===== src/rtl/xmint_prefetch_buffer.sv =====
// xmint_prefetch_buffer
//
// Instruction prefetch unit sitting between the xmint core front-end and the
// instruction memory port. Issues sequential word fetches on the req/gnt/rvalid
// interface (up to NUM_OUTSTANDING in flight), buffers in-order responses in a
// DEPTH-entry FIFO and presents them to the decoder over valid/ready. A branch
// flushes the FIFO and marks every in-flight response as stale.
//
// Optional build macro: XMINT_PREFETCH_PERF_EN adds saturating 32-bit counters
// perf_fetch_o (granted requests) and perf_discard_o (dropped responses).
//
// Ports:
//   clk_i, rst_ni          clock, asynchronous active-low reset
//   req_i                  fetch enable (no new requests while low)
//   branch_i/branch_addr_i single-cycle redirect strobe and target
//   valid_o/ready_i        decoder handshake
//   rdata_o/addr_o/err_o   head FIFO entry (word, its address, bus error)
//   busy_o                 request asserted or responses outstanding
//   instr_req_o/instr_gnt_i/instr_addr_o                memory request channel
//   instr_rvalid_i/instr_rdata_i/instr_err_i            memory response channel
module xmint_prefetch_buffer #(
  parameter int DEPTH           = 4,
  parameter int NUM_OUTSTANDING = 2
) (
  input  logic        clk_i,
  input  logic        rst_ni,
  input  logic        req_i,
  input  logic        branch_i,
  input  logic [31:0] branch_addr_i,
  output logic        valid_o,
  input  logic        ready_i,
  output logic [31:0] rdata_o,
  output logic [31:0] addr_o,
  output logic        err_o,
  output logic        busy_o,
  output logic        instr_req_o,
  input  logic        instr_gnt_i,
  output logic [31:0] instr_addr_o,
  input  logic        instr_rvalid_i,
  input  logic [31:0] instr_rdata_i,
  input  logic        instr_err_i
`ifdef XMINT_PREFETCH_PERF_EN
  ,
  output logic [31:0] perf_fetch_o,
  output logic [31:0] perf_discard_o
`endif
);

  localparam int CNT_W = $clog2(DEPTH + 1);
  localparam int OUT_W = $clog2(NUM_OUTSTANDING + 1);
  localparam int PTR_W = $clog2(DEPTH);
  localparam int AQ_W  = (NUM_OUTSTANDING > 1) ? $clog2(NUM_OUTSTANDING) : 1;
  localparam int SUM_W = ((CNT_W > OUT_W) ? CNT_W : OUT_W) + 1;

  localparam logic [1:0] ST_IDLE = 2'd0;
  localparam logic [1:0] ST_REQ  = 2'd1;
  localparam logic [1:0] ST_HALT = 2'd2;

  // control state
  logic [1:0]       state, state_n;
  logic             addr_valid, addr_valid_n;
  logic             halt, halt_n;
  logic             pend, pend_n;
  logic [31:0]      pend_addr, pend_addr_n;
  logic [31:0]      fetch_addr, fetch_addr_n;
  logic [OUT_W-1:0] outstanding, out_n;
  logic [OUT_W-1:0] discard_cnt, disc_n;
  logic [CNT_W-1:0] fifo_cnt, fifo_cnt_n;
  logic [PTR_W-1:0] wptr, rptr;
  logic [AQ_W-1:0]  aq_wptr, aq_rptr;

  // data storage (not reset)
  logic [31:0]      mem_data [DEPTH];
  logic [31:0]      mem_addr [DEPTH];
  logic             mem_err  [DEPTH];
  logic [31:0]      aq_mem   [NUM_OUTSTANDING];

  logic             grant, drop, push, pop, issue_n;
  logic [OUT_W-1:0] live_n;
  logic [SUM_W-1:0] fill_n;
  logic [31:0]      target;
  logic             unused_addr_lsb;

  assign unused_addr_lsb = ^branch_addr_i[1:0];
  assign target          = {branch_addr_i[31:2], 2'b00};

  function automatic logic [AQ_W-1:0] aq_inc(input logic [AQ_W-1:0] p);
    if (p == AQ_W'(NUM_OUTSTANDING - 1)) return '0;
    return p + 1'b1;
  endfunction

  assign instr_req_o  = (state == ST_REQ);
  assign instr_addr_o = fetch_addr;
  assign busy_o       = instr_req_o | (outstanding != '0);
  assign valid_o      = (fifo_cnt != '0);
  // Head fields are forced to zero while empty so the outputs are defined
  // out of reset even though the storage itself is not reset.
  assign rdata_o      = valid_o ? mem_data[rptr] : '0;
  assign addr_o       = valid_o ? mem_addr[rptr] : '0;
  assign err_o        = valid_o ? mem_err[rptr]  : 1'b0;

  always_comb begin
    grant = instr_req_o & instr_gnt_i;
    // A response is stale if a branch arrives with it or earlier redirects
    // still have responses owed.
    drop  = instr_rvalid_i & (branch_i | (discard_cnt != '0));
    push  = instr_rvalid_i & ~drop;
    pop   = valid_o & ready_i & ~branch_i;
    out_n = outstanding + OUT_W'(grant) - OUT_W'(instr_rvalid_i);

    if (branch_i) begin
      fifo_cnt_n = '0;
      disc_n     = out_n;
    end else begin
      fifo_cnt_n = fifo_cnt + CNT_W'(push) - CNT_W'(pop);
      // A held request that was redirected away becomes a discard once granted.
      disc_n     = discard_cnt - OUT_W'(drop) + OUT_W'(grant & pend);
    end

    pend_n       = pend;
    pend_addr_n  = pend_addr;
    fetch_addr_n = fetch_addr;
    if (grant) begin
      pend_n       = 1'b0;
      fetch_addr_n = pend ? pend_addr : fetch_addr + 32'd4;
    end
    if (branch_i) begin
      if (instr_req_o && !instr_gnt_i) begin
        // Request cannot be retracted: keep its address, park the target.
        pend_n      = 1'b1;
        pend_addr_n = target;
      end else begin
        fetch_addr_n = target;
      end
    end

    addr_valid_n = addr_valid | branch_i;
    halt_n       = branch_i ? 1'b0 : (halt | (push & instr_err_i));

    // Live requests reserve FIFO space so every accepted response fits.
    live_n  = out_n - disc_n;
    fill_n  = SUM_W'(fifo_cnt_n) + SUM_W'(live_n);
    issue_n = addr_valid_n & req_i & ~halt_n &
              (fill_n < SUM_W'(DEPTH)) & (out_n < OUT_W'(NUM_OUTSTANDING));

    state_n = state;
    case (state)
      ST_IDLE: begin
        if (halt_n)       state_n = ST_HALT;
        else if (issue_n) state_n = ST_REQ;
      end
      ST_REQ: begin
        if (grant) state_n = halt_n ? ST_HALT : (issue_n ? ST_REQ : ST_IDLE);
      end
      ST_HALT: begin
        if (branch_i) state_n = ST_IDLE;
      end
      default: state_n = ST_IDLE;
    endcase
  end

  always_ff @(posedge clk_i or negedge rst_ni) begin
    if (!rst_ni) begin
      state       <= ST_IDLE;
      addr_valid  <= 1'b0;
      halt        <= 1'b0;
      pend        <= 1'b0;
      pend_addr   <= '0;
      fetch_addr  <= '0;
      outstanding <= '0;
      discard_cnt <= '0;
      fifo_cnt    <= '0;
      wptr        <= '0;
      rptr        <= '0;
      aq_wptr     <= '0;
      aq_rptr     <= '0;
    end else begin
      state       <= state_n;
      addr_valid  <= addr_valid_n;
      halt        <= halt_n;
      pend        <= pend_n;
      pend_addr   <= pend_addr_n;
      fetch_addr  <= fetch_addr_n;
      outstanding <= out_n;
      discard_cnt <= disc_n;
      fifo_cnt    <= fifo_cnt_n;
      if (branch_i) begin
        wptr <= '0;
        rptr <= '0;
      end else begin
        if (push) wptr <= wptr + 1'b1;
        if (pop)  rptr <= rptr + 1'b1;
      end
      // The address queue tracks every granted request, stale or not, so it
      // is never flushed.
      if (grant)          aq_wptr <= aq_inc(aq_wptr);
      if (instr_rvalid_i) aq_rptr <= aq_inc(aq_rptr);
    end
  end

  always_ff @(posedge clk_i) begin
    if (push) begin
      mem_data[wptr] <= instr_rdata_i;
      mem_addr[wptr] <= aq_mem[aq_rptr];
      mem_err[wptr]  <= instr_err_i;
    end
    if (grant) aq_mem[aq_wptr] <= fetch_addr;
  end

`ifdef XMINT_PREFETCH_PERF_EN
  function automatic logic [31:0] sat_inc(input logic [31:0] v);
    return (v == 32'hFFFF_FFFF) ? v : v + 32'd1;
  endfunction

  always_ff @(posedge clk_i or negedge rst_ni) begin
    if (!rst_ni) begin
      perf_fetch_o   <= '0;
      perf_discard_o <= '0;
    end else begin
      if (grant) perf_fetch_o   <= sat_inc(perf_fetch_o);
      if (drop)  perf_discard_o <= sat_inc(perf_discard_o);
    end
  end
`endif

  a_no_push_full: assert property (@(posedge clk_i) disable iff (!rst_ni)
    push |-> (fifo_cnt < CNT_W'(DEPTH)));

  a_no_orphan_rvalid: assert property (@(posedge clk_i) disable iff (!rst_ni)
    instr_rvalid_i |-> (outstanding != '0));

endmodule

===== config.mk =====
export PLATFORM = sky130hd
export DESIGN_NAME = xmint_prefetch_buffer
export DESIGN_NICKNAME = d
export VERILOG_FILES = /design/src/rtl/xmint_prefetch_buffer.sv
export SDC_FILE = /design/constraint.sdc
export NUM_CORES = 1
export LEC_CHECK = 0
export CAP_MARGIN = 5
export CORE_MARGIN = 5
export CORE_UTILIZATION = 51
export DETAILED_ROUTE_END_ITERATION = 16
export PLACE_DENSITY = 0.83
export SETUP_SLACK_MARGIN = 0.15
export SLEW_MARGIN = 20
export SYNTH_ARGS = -nofsm -noshare
export SYNTH_HDL_FRONTEND = slang
export SYNTH_SLANG_ARGS = --single-unit

===== constraint.sdc =====
create_clock -name clk_i -period 3.6 [get_ports clk_i]
set_input_delay 0.54 -clock clk_i [delete_from_list [all_inputs] [get_ports clk_i]]
set_output_delay 0.54 -clock clk_i [all_outputs]
set_load 0.01 [all_outputs]

==> metrics.txt <==
Final Max Slew Viols 0; top routing layer in use met5; final worst path period share around 93%; commonest non-fill, non-tap cell in the layout edfxtp_1; instance count after placement with tap cells included 1574; gp weighted congestion roughly 0.83; main area contributors after synthesis edfxtp_1 (59%), dfrtp_1 (12%), mux4_2 (8.8%), mux2_2 (4.1%), and2_1 (2.7%); worst hold-check slack 0.144 ns; worst hold path class in -> async; source-to-sink clock delay at the later pin of the worst-skew pair 0.51 ns; Tightest Pin Transition 0.922 ns; met3 routed wirelength 2340 um; Post-synth EDFFs 324; count of synthesis-stage warnings from yosys 0; Initial Utilization 51.3%; Worst Path Class, Setup in -> reg; core outline area 32300 um2; P_leak 6.81 nW; Achievable Freq 299 MHz; Design Area, Final 20200 um2; diode insertion count for antenna repair 0; synthesized instance count 987; clock skew approximately 0.014 ns; row count 66; design internal power 10.5 mW; highest-count cells in the layout ignoring fill and taps edfxtp_1 (324), clkdlybuf4s50_1 (168), dfrtp_1 (78), and2_1 (68), mux4_2 (65); max-cap violation count 0; proportion of synthesized chip area in sequential cells 70.8%; Max rail drop VDD 0.482 mV; run status finished, final reports clean; post-synth top area cell edfxtp_1; number of global-route vias before repair 9614; clock tree from TritonCTS built; register share of total power 43.6%; synth unique cells 66; routed metal-1 wire length about 15000 um; net switching component of the power 4.38 mW; ys async rst share 19.8%; netlist area before placement 16600 um2; x dimension of the die 190 um; crit end category flop; IO Port Bufs 169; count of endpoints failing setup in the final report 0; height of the die approximately 190 um; number of antenna violations at the first check in global routing 1; arrival time of data at the critical path endpoint 3.78 ns; post-layout instance count excluding filler cells around 1600; largest family of logic cells by synthesized area multiplexers; I/O pin cnt 172; total power density per cell area 736 nW/um2; area share of the largest cell type after synthesis 58.7%; root buffer selected by CTS clkbuf_16; cell-by-cell listing of the critical path clkdlybuf4s50_1 > and3b_1 > inv_2 > buf_4 > ha_1 > inv_1 > ha_1 > xnor2_1 > xnor2_1 > xor2_1 > nor2_1 > xor2_1 > ha_1 > nand3b_1 > nand4b_1 > or4_1 > a21oi_1; layout net count about 1300; RSZ-0062 raised after global routing true; # H-tree levels 2; area share of fa/ha/maj cells after synthesis 1.10%; via total after detailed routing roughly 9400; aggregate routed wire length 34500 um; Remaining DRCs 0; antenna viol nets, final 0; Post-Synthesis Net Count 1073; per-cell via count in the routed design 5.70; cell with the largest stage delay on the worst path clkdlybuf4s50_1; half-perimeter wire length after placement 21100 um; largest net degree at the start of global routing 74; total CTS buffers 40; Most common cell on crit path ha_1; Compound-Gate Fraction of Synth Area 4.09%; final core occ 62.5%; Max transition margin 38.5%; Sink Count 404; critical path's largest stage delay about 0.5 ns; total grt overflow 0; number of flip-flops and latches in the synthesized netlist between 400 and 500; synth-to-layout area growth 21.8%; DR WL/cell 21.0 um; Post-Synth Simple-Gate Area 7.92%; portion of total power attributed to combinational logic a little under a third; global routing usage summed across all routing layers about a fifth; Top FF cell, synth edfxtp_1; detailed route wirelength on metal2 about 17000 um; DRT Pass-1 Iters 5; total power draw between 10 and 15 mW; count of routing violations after the opening detailed-route iteration 813; clock power share 25.9%; post-synthesis share of cell area spent on xor and xnor gates 0.634%; clock-pin transition on the worst setup and hold timing paths 0.06 ns; fraction of final layout cells sized beyond drive strength 1 18.9%; floorplan die area 36200 um2; Switching Fraction 29.4%; top fanout value on the critical path 10; Critical Path RT 4.04 ns; multiplexer share of the synthesized area 13.6%; Final Hold Violating Endpoints 0; average instance area after synthesis 16.8 um2; post-place instance area 18900 um2; buffer levels on the longest clock path 3; minimum period implied by the final worst setup slack 3.35 ns; global-route wire length before repair 53700 um; critical path startpoint category input port
[final cells by class]
cell class                 count  area [um2]
tap                          442         553
sequential                   404       11700
clock buffer                  54        1070
timing repair buffer         201        2050
multi-input combinational    505        4560
fill                        2250       12100
clock inverter                17         128
inverter                      23        86.3
[power groups by stage]
stage | logic, mW | registers, mW | clock network, mW
floorplan | 2.62 | 6.37 | 0
global placement | 4.37 | 6.54 | 0
detailed placement | 4.48 | 6.58 | 0
CTS | 4.51 | 6.50 | 3.93
global route | 4.94 | 6.57 | 4.13
finish | 4.53 | 6.48 | 3.86
[cells in the mapped netlist (all sizes together), types with 13 or more instances]
library cell / n
a21oi: 25
and2: 72
mux2: 60
nor2: 34
ha: 13
edfxtp: 324
mux4: 65
nand3: 15
o21ai: 27
nand2: 48
dfrtp: 80
inv: 23
clkbuf: 43
[critical path, delay by kind of cell]
kind / cells / cell delay, ns
simple gates: 5 / 0.87
buf+inv: 4 / 0.77
fa+ha+maj: 3 / 0.74
xor+xnor: 4 / 0.71
compound gates: 1 / 0.15
[flip-flops by register name (all words and copies together) (netlist names), named ones only]
name / cells
mem_addr: 128
mem_data: 128
aq_mem: 64
instr_addr_o: 32
pend_addr: 30
mem_err: 4
fifo_cnt: 3
discard_cnt: 2
outstanding: 2
rptr: 2
state: 2
wptr: 2
addr_valid: 1
aq_rptr: 1
aq_wptr: 1
halt: 1
[metrics by stage]
step / setup WS [ns] / TNS, ns
floorplan: 0.150 / 0
global placement: -0.148 / -0.148
detailed placement: -0.226 / -0.226
CTS: 0.202 / 0
global route: 0.111 / 0
finish: 0.252 / 0
[routing by layer]
layer	vias to the layer above	GRT usage, %
met3	50	3.79
met4	2	4.09
met5	-	0
met2	353	30.7
met1	4774	27.1
li1	4204	-
[worst paths after layout]
kind	from	depth (start not counted)	slack (ns)	to
max in group asynchronous	rst_ni	1	2.74	rptr[0]
min in group clk_i	addr_valid	1	0.46	addr_valid
setup / recovery	instr_gnt_i	17	0.25	state[0]
setup reg to reg	state[1]	16	0.32	state[0]
hold / removal	rst_ni	1	0.14	pend_addr[24]
hold reg to reg	addr_valid	1	0.46	addr_valid
[cells by family after synthesis]
family / count (synthesis)
simple gates: 239
xor+xnor: 12
compound gates: 104
buf+inv: 78
fa+ha+maj: 14
flops: 404
mux: 136
[what timing repair did]
item                       4_1_cts  5_1_grt
setup buffers                    0        1
hold buffers                     0        0
setup endpoints to repair        0       12
gates resized for setup          0        4
Power figures use the tool's default switching activity.
